### src/rtl/uart_pkg.sv
// uart_pkg
// Types and default parameters shared by the UART receive and transmit paths.
// No ports; imported by uart_rx_if, uart_sync and uart_rx.
package uart_pkg;

    typedef enum logic [2:0] {
        IDLE,
        START,
        DATA,
        PARITY,
        STOP
    } uart_rx_state_t;

    localparam int UART_N            = 8;
    localparam int UART_CLKS_PER_BIT = 16;

endpackage

### src/rtl/uart_rx_if.sv
// uart_rx_if
// Bundles the serial line and the received-word outputs of uart_rx.
//   rx          serial line, idles high
//   rx_data     {parity_bit, data[N-1:0]}, data[0] is the first bit on the line
//   rx_valid    one-cycle strobe per completed frame
//   parity_err  even-parity mismatch of the last frame
//   frame_err   stop bit was low in the last frame
//   busy        receiver is inside a frame
// Modports: master = line driver / word consumer side, slave = uart_rx.
interface uart_rx_if
    import uart_pkg::*;
#(
    parameter int N = UART_N
) ();

    logic         rx;
    logic [N:0]   rx_data;
    logic         rx_valid;
    logic         parity_err;
    logic         frame_err;
    logic         busy;

    modport master (
        output rx,
        input  rx_data,
        input  rx_valid,
        input  parity_err,
        input  frame_err,
        input  busy
    );

    modport slave (
        input  rx,
        output rx_data,
        output rx_valid,
        output parity_err,
        output frame_err,
        output busy
    );

endinterface

### src/rtl/uart_sync.sv
// uart_sync
// Two-flop synchroniser for a single asynchronous input.
//   clk    system clock
//   rst_n  asynchronous active-low reset; both flops load RST_VAL
//   d      asynchronous input
//   q      synchronised output, two cycles behind d
module uart_sync
    import uart_pkg::*;
#(
    parameter logic RST_VAL = 1'b1
) (
    input  logic clk,
    input  logic rst_n,
    input  logic d,
    output logic q
);

    logic meta_q;
    logic sync_q;

    always_ff @(posedge clk or negedge rst_n) begin
        if (!rst_n) begin
            meta_q <= RST_VAL;
            sync_q <= RST_VAL;
        end else begin
            meta_q <= d;
            sync_q <= meta_q;
        end
    end

    assign q = sync_q;

endmodule

### src/rtl/uart_rx.sv
// uart_rx
// UART receiver: 8N1 by default, 8E1 when UART_PARITY_EN is defined.
// Samples each bit at its midpoint using a down-counter reloaded per bit.
//   clk    system clock
//   rst_n  asynchronous active-low reset
//   bus    uart_rx_if.slave: rx in; rx_data, rx_valid, parity_err,
//          frame_err, busy out
// Build option: UART_PARITY_EN adds an even-parity bit between data and stop;
// without it rx_data[N] and parity_err are tied to 0.
module uart_rx
    import uart_pkg::*;
#(
    parameter int N            = UART_N,
    parameter int CLKS_PER_BIT = UART_CLKS_PER_BIT
) (
    input  logic     clk,
    input  logic     rst_n,
    uart_rx_if.slave bus
);

    localparam int            CNT_W    = $clog2(CLKS_PER_BIT);
    localparam int            BIT_W    = (N > 1) ? $clog2(N) : 1;
    localparam logic [CNT_W-1:0] CNT_HALF = CNT_W'(CLKS_PER_BIT / 2 - 1);
    localparam logic [CNT_W-1:0] CNT_FULL = CNT_W'(CLKS_PER_BIT - 1);
    localparam logic [BIT_W-1:0] BIT_LAST = BIT_W'(N - 1);

    uart_rx_state_t    state_q, state_d;
    logic [CNT_W-1:0]  cnt_q, cnt_d;
    logic [BIT_W-1:0]  bit_q, bit_d;
    logic [N-1:0]      shift_q, shift_d;
    logic              rx_s;
    logic              prev_q;
    logic              tick;
    logic              strobe;

    logic [N:0]        data_q;
    logic              valid_q;
    logic              perr_q;
    logic              ferr_q;

`ifdef UART_PARITY_EN
    logic              pbit_q, pbit_d;
`endif

    uart_sync #(.RST_VAL(1'b1)) u_sync (
        .clk   (clk),
        .rst_n (rst_n),
        .d     (bus.rx),
        .q     (rx_s)
    );

    assign tick = (cnt_q == '0);

    // prev_q always tracks the line so a break (line held low after a
    // frame) cannot look like a new falling edge.
    always_ff @(posedge clk or negedge rst_n) begin
        if (!rst_n) begin
            state_q <= IDLE;
            cnt_q   <= '0;
            bit_q   <= '0;
            shift_q <= '0;
            prev_q  <= 1'b1;
`ifdef UART_PARITY_EN
            pbit_q  <= 1'b0;
`endif
        end else begin
            state_q <= state_d;
            cnt_q   <= cnt_d;
            bit_q   <= bit_d;
            shift_q <= shift_d;
            prev_q  <= rx_s;
`ifdef UART_PARITY_EN
            pbit_q  <= pbit_d;
`endif
        end
    end

    always_comb begin
        state_d = state_q;
        cnt_d   = cnt_q;
        bit_d   = bit_q;
        shift_d = shift_q;
        strobe  = 1'b0;
`ifdef UART_PARITY_EN
        pbit_d  = pbit_q;
`endif
        case (state_q)
            IDLE: begin
                if (prev_q && !rx_s) begin
                    state_d = START;
                    cnt_d   = CNT_HALF;
                end
            end
            START: begin
                if (!tick) begin
                    cnt_d = cnt_q - 1'b1;
                end else if (rx_s) begin
                    state_d = IDLE;
                end else begin
                    state_d = DATA;
                    cnt_d   = CNT_FULL;
                    bit_d   = '0;
                end
            end
            DATA: begin
                if (!tick) begin
                    cnt_d = cnt_q - 1'b1;
                end else begin
                    shift_d = {rx_s, shift_q[N-1:1]};
                    cnt_d   = CNT_FULL;
                    if (bit_q == BIT_LAST) begin
`ifdef UART_PARITY_EN
                        state_d = PARITY;
`else
                        state_d = STOP;
`endif
                    end else begin
                        bit_d = bit_q + 1'b1;
                    end
                end
            end
            PARITY: begin
                if (!tick) begin
                    cnt_d = cnt_q - 1'b1;
                end else begin
`ifdef UART_PARITY_EN
                    pbit_d = rx_s;
`endif
                    cnt_d   = CNT_FULL;
                    state_d = STOP;
                end
            end
            STOP: begin
                if (!tick) begin
                    cnt_d = cnt_q - 1'b1;
                end else begin
                    strobe  = 1'b1;
                    state_d = IDLE;
                end
            end
            default: begin
                state_d = IDLE;
            end
        endcase
    end

    // Result registers load only on the strobe and hold until the next one;
    // the stop bit is still visible on rx_s in the strobe cycle.
    always_ff @(posedge clk or negedge rst_n) begin
        if (!rst_n) begin
            data_q  <= '0;
            valid_q <= 1'b0;
            perr_q  <= 1'b0;
            ferr_q  <= 1'b0;
        end else begin
            valid_q <= strobe;
            if (strobe) begin
                ferr_q <= ~rx_s;
`ifdef UART_PARITY_EN
                data_q <= {pbit_q, shift_q};
                perr_q <= ^{pbit_q, shift_q};
`else
                data_q <= {1'b0, shift_q};
                perr_q <= 1'b0;
`endif
            end
        end
    end

    assign bus.rx_data    = data_q;
    assign bus.rx_valid   = valid_q;
    assign bus.parity_err = perr_q;
    assign bus.frame_err  = ferr_q;
    assign bus.busy       = (state_q != IDLE);

endmodule

### src/flat_wrapper.sv
// flat-port wrapper written by rule: the top's interface ports become plain ports
module uart_rx_flat import uart_pkg::*;
#(
    parameter int N            = UART_N,
    parameter int CLKS_PER_BIT = UART_CLKS_PER_BIT
)
  (clk, rst_n, bus_rx, bus_rx_data, bus_rx_valid, bus_parity_err, bus_frame_err, bus_busy);
  uart_rx_if #(.N(N)) bus_i ();
  input  logic clk;
  input  logic rst_n;
  input wire logic [$bits(bus_i.rx)-1:0] bus_rx;
  output wire logic [$bits(bus_i.rx_data)-1:0] bus_rx_data;
  output wire logic [$bits(bus_i.rx_valid)-1:0] bus_rx_valid;
  output wire logic [$bits(bus_i.parity_err)-1:0] bus_parity_err;
  output wire logic [$bits(bus_i.frame_err)-1:0] bus_frame_err;
  output wire logic [$bits(bus_i.busy)-1:0] bus_busy;
  assign bus_i.rx = bus_rx;
  assign bus_rx_data = bus_i.rx_data;
  assign bus_rx_valid = bus_i.rx_valid;
  assign bus_parity_err = bus_i.parity_err;
  assign bus_frame_err = bus_i.frame_err;
  assign bus_busy = bus_i.busy;
  uart_rx #(.N(N), .CLKS_PER_BIT(CLKS_PER_BIT)) u_core (.clk(clk), .rst_n(rst_n), .bus(bus_i));
endmodule
### config.mk
export PLATFORM = sky130hd
export DESIGN_NAME = uart_rx_flat
export DESIGN_NICKNAME = d
export VERILOG_FILES = /design/src/rtl/uart_pkg.sv /design/src/rtl/uart_rx_if.sv /design/src/rtl/uart_sync.sv /design/src/rtl/uart_rx.sv /design/src/flat_wrapper.sv
export SDC_FILE = /design/constraint.sdc
export NUM_CORES = 1
export LEC_CHECK = 0
export BUFFER_PORTS_ARGS = -buffer_cell sky130_fd_sc_hd__buf_4
export CAP_MARGIN = 20
export CORE_MARGIN = 2
export CORE_UTILIZATION = 40
export CTS_CLUSTER_DIAMETER = 100
export DETAILED_ROUTE_END_ITERATION = 8
export GPL_TIMING_DRIVEN = 0
export PLACE_DENSITY = 0.54
export SLEW_MARGIN = 15
export SYNTH_ARGS = -nofsm -noshare
export SYNTH_HDL_FRONTEND = slang
export SYNTH_SLANG_ARGS = --single-unit
export TNS_END_PERCENT = 10
### constraint.sdc
create_clock -name clk -period 3.76 [get_ports clk]
set_input_delay 0.376 -clock clk [delete_from_list [all_inputs] [get_ports clk]]
set_output_delay 0.376 -clock clk [all_outputs]
set_load 0.005 [all_outputs]
## Yosys cells after proc, flatten, opt, wreduce, memory -nomap -nowiden

Index checks and enable logic that the tools add are counted.

- Bits in registers: 31
- Output and inout port bits: 13
- Word-level logic and storage cells: 61

- $add $sub $neg: 2
- Bitwise operators: 1
- Equality and inequality tests: 15
- Mux-type cells: 21
- Reductions and logical operators: 12

Operators by type and width:

| operator | count |
|---|---|
| $mux W3 | 10 |
| $mux W4 | 5 |
| $pmux W4 S4 | 1 |
| $pmux W3 S5 | 1 |
| $ne A2 B1 Y1 const B | 6 |
| $eq A3 B2 Y1 const B | 2 |
| $eq A3 B3 Y1 const B | 2 |
| $ne A2 B2 Y1 const B | 3 |
| $pmux W3 S2 | 1 |
| $reduce_and A6 Y1 | 1 |
| $reduce_and A5 Y1 | 1 |
| $logic_not A4 Y1 | 1 |
| $reduce_and A4 Y1 | 1 |
| $reduce_bool A4 Y1 | 1 |
| $sub A4 B1 Y4 const B | 1 |
| $add A3 B1 Y3 const B | 1 |
| $eq A3 B1 Y1 const B | 1 |
| $logic_not A3 Y1 | 1 |
| $ne A3 B3 Y1 const B | 1 |
| $reduce_bool A3 Y1 | 1 |
| $mux W1 | 2 |
| $mux W2 | 1 |
| $reduce_and A2 Y1 | 1 |
| $reduce_bool A2 Y1 | 1 |
| other kinds (4) | 4 |

## Longest topological paths before layout

- Depth in word-level cells: 4
- Gate-level depth with buffers: 7
- Gate-level depth less buffers: 6

## Modules after synthesis

A second synthesis with hierarchy kept.

- Cells, all modules: 110
- Area, all modules: 1,360.1 µm²

Modules (own cells, without submodules):

| module | instances | area each (µm²) | sequential area each (µm²) | cells each |
|---|---|---|---|---|
| uart_rx | 1 | 1,307.5 | 726.9 | 108 |
| uart_sync | 1 | 52.6 | 52.6 | 2 |

## Worst setup path before layout

Ideal clock, no wire load.

- Path type: reg-to-reg
- Start: register u_core.cnt_q[0]
- End: register u_core.bit_q[0]
- Path buffers: 1
- Stages on the path, launching flop included: 8
- Arrival time: 1,839 ps
- Data required time: 3,695 ps
- Path slack: 1,856 ps
- Cells stage by stage: dfrtp_1 -> inv_1 -> ha_1 -> or3b_4 -> or3_1 -> buf_6 -> nor3_4 -> mux2_2

- Cells in the longest elaborated chain, start to end: 3

Ends and longest elaborated chain:

| item | line | text |
|---|---|---|
| start, declared | uart_rx.sv:28 | `logic [CNT_W-1:0] cnt_q, cnt_d;` |
| start signal, assigned | uart_rx.sv:68 | `cnt_q <= cnt_d;` |
| $logic_not A4 Y1 (*) | uart_rx.sv:52 | `assign tick = (cnt_q == '0);` |
| $ne A2 B1 Y1 (no line) | - |  |
| $reduce_and A5 Y1 (no line) (*) | - |  |
| end signal, assigned | uart_rx.sv:69 | `bit_q <= bit_d;` |
| end, declared | uart_rx.sv:29 | `logic [BIT_W-1:0] bit_q, bit_d;` |

Every way passes the cells marked *; elsewhere a longest branch is shown, timed or not.
A chain may end at the register's enable or synchronous reset.

## Worst setup path in the final report

- Start: register u_core.cnt_q[0]
- End: register u_core.data_q[5] (netlist: u_core.bus.rx_data[5])

- Cells in the longest elaborated chain, start to end: 3

Ends and longest elaborated chain:

| item | line | text |
|---|---|---|
| $logic_not A4 Y1 | uart_rx.sv:52 |  |
| $mux W1 | uart_rx.sv:134 | `if (!tick) begin` |
| $mux W1 | uart_rx.sv:87 | `case (state_q)` |
| end signal, assigned | uart_rx.sv:163 | `data_q <= {1'b0, shift_q};` |
| end, declared | uart_rx.sv:36 | `logic [N:0] data_q;` |

Every way passes these cells.

==> impl_metrics.json <==
{
  "status": "complete, no violations",
  "vdd.ir_drop.worst_mv": 0.2369,
  "drc": 0,
  "slowest_stage": "nor3b_1",
  "r2r-start": "u_core.cnt_q[0]$_DFFE_PN0P_",
  "r2r-end": "u_core.bus.rx_data[5]$_DFFE_PN0P_",
  "area.growth.synth_to_final_pct": 18.17,
  "die_y_um": 61.64,
  "synth-compound-area-share": 0.08098,
  "cp_top_family": "simple AND/OR/NAND/NOR gates",
  "start_kind": "flop",
  "synth-simple-area-share": 0.1083,
  "synth_edf_count": 0,
  "drtIter0Drc": 23,
  "synth-main-ff-cell": "dfrtp_1",
  "core_region_area_um2": 3103,
  "maxSlewHeadroom": 0.5947,
  "ys_seq_elements": 31,
  "max_freq_mhz": 470.7,
  "p_int_uw": 603.5,
  "worstPathArrival_ns": 2.34,
  "layout.nets": 131,
  "grt_pass1_vias": 855,
  "nFillCells": 296,
  "hold_ws_ns": 0.1511,
  "ys_top_cells_by_area": "dfrtp_1 53%, mux2_2 14%, dfstp_2 5.9%",
  "finalSetupViolCount": 0,
  "drive_above_1_share": 0.3730,
  "crit_start": "u_core.cnt_q[0]$_DFFE_PN0P_",
  "synth_top_family_by_area": "multiplexers",
  "crit_required_ns": 3.98,
  "period_share": 0.5650,
  "port-buffer-count": 13,
  "synth.most_common_cell": "dfrtp_1",
  "root_buffer": "clkbuf_4",
  "yosysTopAreaCell": "dfrtp_1",
  "rsz0062_at_grt": "false",
  "postRouteAntennaNets": 0,
  "yosys_warnings": 0,
  "async_flop_share": 1.000,
  "path_class": "reg -> reg",
  "cp-end-kind": "flop",
  "grt_overflow": 0,
  "dp_hpwl_um": 1432,
  "gr-usage-all-layers": 0.1461,
  "cts.sinks": 31,
  "switchingPower_uw": 244.6,
  "max_cap_violations": 0,
  "ys_types": 32,
  "ios": 16,
  "diodes": 0,
  "via_per_inst": 4.906,
  "reg2reg_slack_ns": 1.64,
  "comb_power_share": 0.212,
  "grt_start_max_net_pins": 32,
  "rows": 20,
  "cts.repair.resized": 0,
  "clock_path_buffers": 2,
  "gp_congestion": 0.7749,
  "wl_per_cell_um": 12.44,
  "crit_end": "u_core.bus.rx_data[5]$_DFFE_PN0P_",
  "clk_latency_ns": 0.33,
  "seq_power_share": 0.492,
  "chipWidth_um": 61.64,
  "design.die.area_um2": 3799,
  "power_density_nw_per_um2": 540.1,
  "switching_share": 0.2884,
  "cp.depth": 6,
  "syn_area_um2": 1329,
  "avgSynthCellArea_um2": 12.90,
  "synth_common_cells": "28 x dfrtp_1, 16 x mux2_2, 6 x inv_1",
  "clkTransAtPathRegs_ns": 0.09,
  "setup_tns_ns": 0,
  "ff2ff_path_depth": 6,
  "antenna_found_initial": 0,
  "synth_top_area_share": 0.5273,
  "start_util": 0.4282,
  "fin_skew_ns": 0.01332,
  "yosys.area_share.xor_xnor": 0.006591,
  "firstDrtPassIters": 3,
  "hold_class": "in -> reg",
  "final_hold_viol_count": 0,
  "wirelength_um": 2114,
  "postSynthCellCount": 103,
  "crit_chain": "inv_1 -> ha_1 -> nor3b_1 -> nand3_1 -> clkbuf_1 -> mux2_2",
  "via_count": 834,
  "slew_viol_final": 0,
  "synthMuxAreaShare": 0.1431,
  "p_leak_uw": 0.0008040,
  "cts_buffers": 5,
  "crit_buf_inv": 2,
  "cts_htree_levels": 2,
  "max_stage_delay_ns": 0.54,
  "cts_tree": "built",
  "worst_slew_pin_slew_ns": 0.6066,
  "synthAdderAreaFrac": 0.02825,
  "critPathMaxFanout": 10,
  "grt_pass1_wl_um": 3774,
  "layout_min_cycle_time_ns": 2.124,
  "p_clk_frac": 0.296,
  "synth-seq-area-share": 0.5866
}
area by class of cell:
cell class | instances | area (um2) | share of cell area
repair buffers | 14 | 107.6 | 0.06853
clock buffers | 7 | 45.04 | 0.02869
clock inverters | 1 | 30.03 | 0.01912
flip-flops and latches | 31 | 779.5 | 0.4964
multi-input cells | 62 | 495.5 | 0.3155
well taps | 44 | 55.05 | 0.03506
plain buffers | 5 | 35.03 | 0.02231
inverters | 6 | 22.52 | 0.01434
power groups by stage:
stage / sequential (uW) / combinational [uW] / clock, uW
3_5_place_dp: 424 / 182 / 0
5_1_grt: 426 / 212 / 276
6_report: 417 / 180 / 251
2_1_floorplan: 414 / 141 / 0
4_1_cts: 417 / 183 / 261
3_3_place_gp: 423 / 178 / 0
state kept, by name (all words and copies together), names as in the netlist:
name	flops
u_core.bit_q	3
u_core.bus.frame_err	1
u_core.bus.rx_data	8
u_core.bus.rx_valid	1
u_core.cnt_q	4
u_core.prev_q	1
u_core.shift_q	8
u_core.state_q	3
u_core.u_sync.meta_q	1
u_core.u_sync.q	1
layout by cell type (no fill, tap or decap):
cell,count
ha_1,3
buf_4,15
clkbuf_1,3
mux2i_1,1
and2_1,1
a32oi_1,1
dlygate4sd3_1,1
or3b_4,1
or3_1,1
o22a_1,1
buf_6,1
a22o_2,2
conb_1,2
dfrtp_1,28
or3_2,1
clkbuf_4,5
inv_1,6
o21ai_0,4
a21oi_1,3
nor2b_1,2
mux2_2,16
xor2_1,1
nor3_4,1
a221o_1,1
a22oi_1,2
nand2_1,2
nand2b_1,2
buf_2,1
nor2_1,5
bufinv_16,1
dfstp_2,3
o2bb2a_1,1
nor3_1,4
nand3_1,2
nor3b_1,2
routing by layer:
metal / routed length [um] / share of wire / vias to the layer above / track usage
met2: 921 / 0.44 / 17 / 0.2150
met3: 105 / 0.050 / 6 / 0.06303
li1: - / - / 404 / -
met4: 49 / 0.023 / 0 / 0.08207
met5: 0 / 0 / - / 0
met1: 1038 / 0.49 / 407 / 0.1796
cell families after synthesis:
family                     count (synthesis)
and+or+nand+nor                           24
adders and majority gates                  3
buffers and inverters                     11
other                                      1
muxes                                     17
DFF                                       31
xor gates and xnor gates                   1
AOI/OAI and AO/OA                         15
worst min path at each step:
stage	start	end	slack, ns	cells after the start
6_report	bus_rx	u_core.u_sync.meta_q$_DFF_PN1_	0.15	1
4_1_cts	bus_rx	u_core.u_sync.meta_q$_DFF_PN1_	0.13	1
3_5_place_dp	rst_n	u_core.bus.rx_data[3]$_DFFE_PN0P_	0.33	1
2_1_floorplan	rst_n	u_core.bit_q[0]$_DFFE_PN0P_	0.08	0
3_3_place_gp	rst_n	u_core.bus.rx_data[2]$_DFFE_PN0P_	0.33	1
5_1_grt	bus_rx	u_core.u_sync.meta_q$_DFF_PN1_	0.12	1
stage by stage:
step	area (um2)	worst slack, ns	std cells	utilization	power [uW]
after floorplan	1333	1.856	104	-	554.3
after global placement	1485	1.611	161	0.4786	600.7
after detailed placement	1485	1.607	161	0.4786	606.4
after CTS	1570	1.603	170	0.5060	861.4
after global routing	1570	1.447	170	0.5060	914.0
final	1570	1.636	170	0.5060	848.1
what timing repair did:
| item | 4_1_cts | 5_1_grt |
|---|---|---|
| endpoints found under the hold margin | 28 | 0 |
| hold buffers | 1 | 0 |
| buffers inserted | 0 | 0 |
Power figures use the tool's default switching activity.
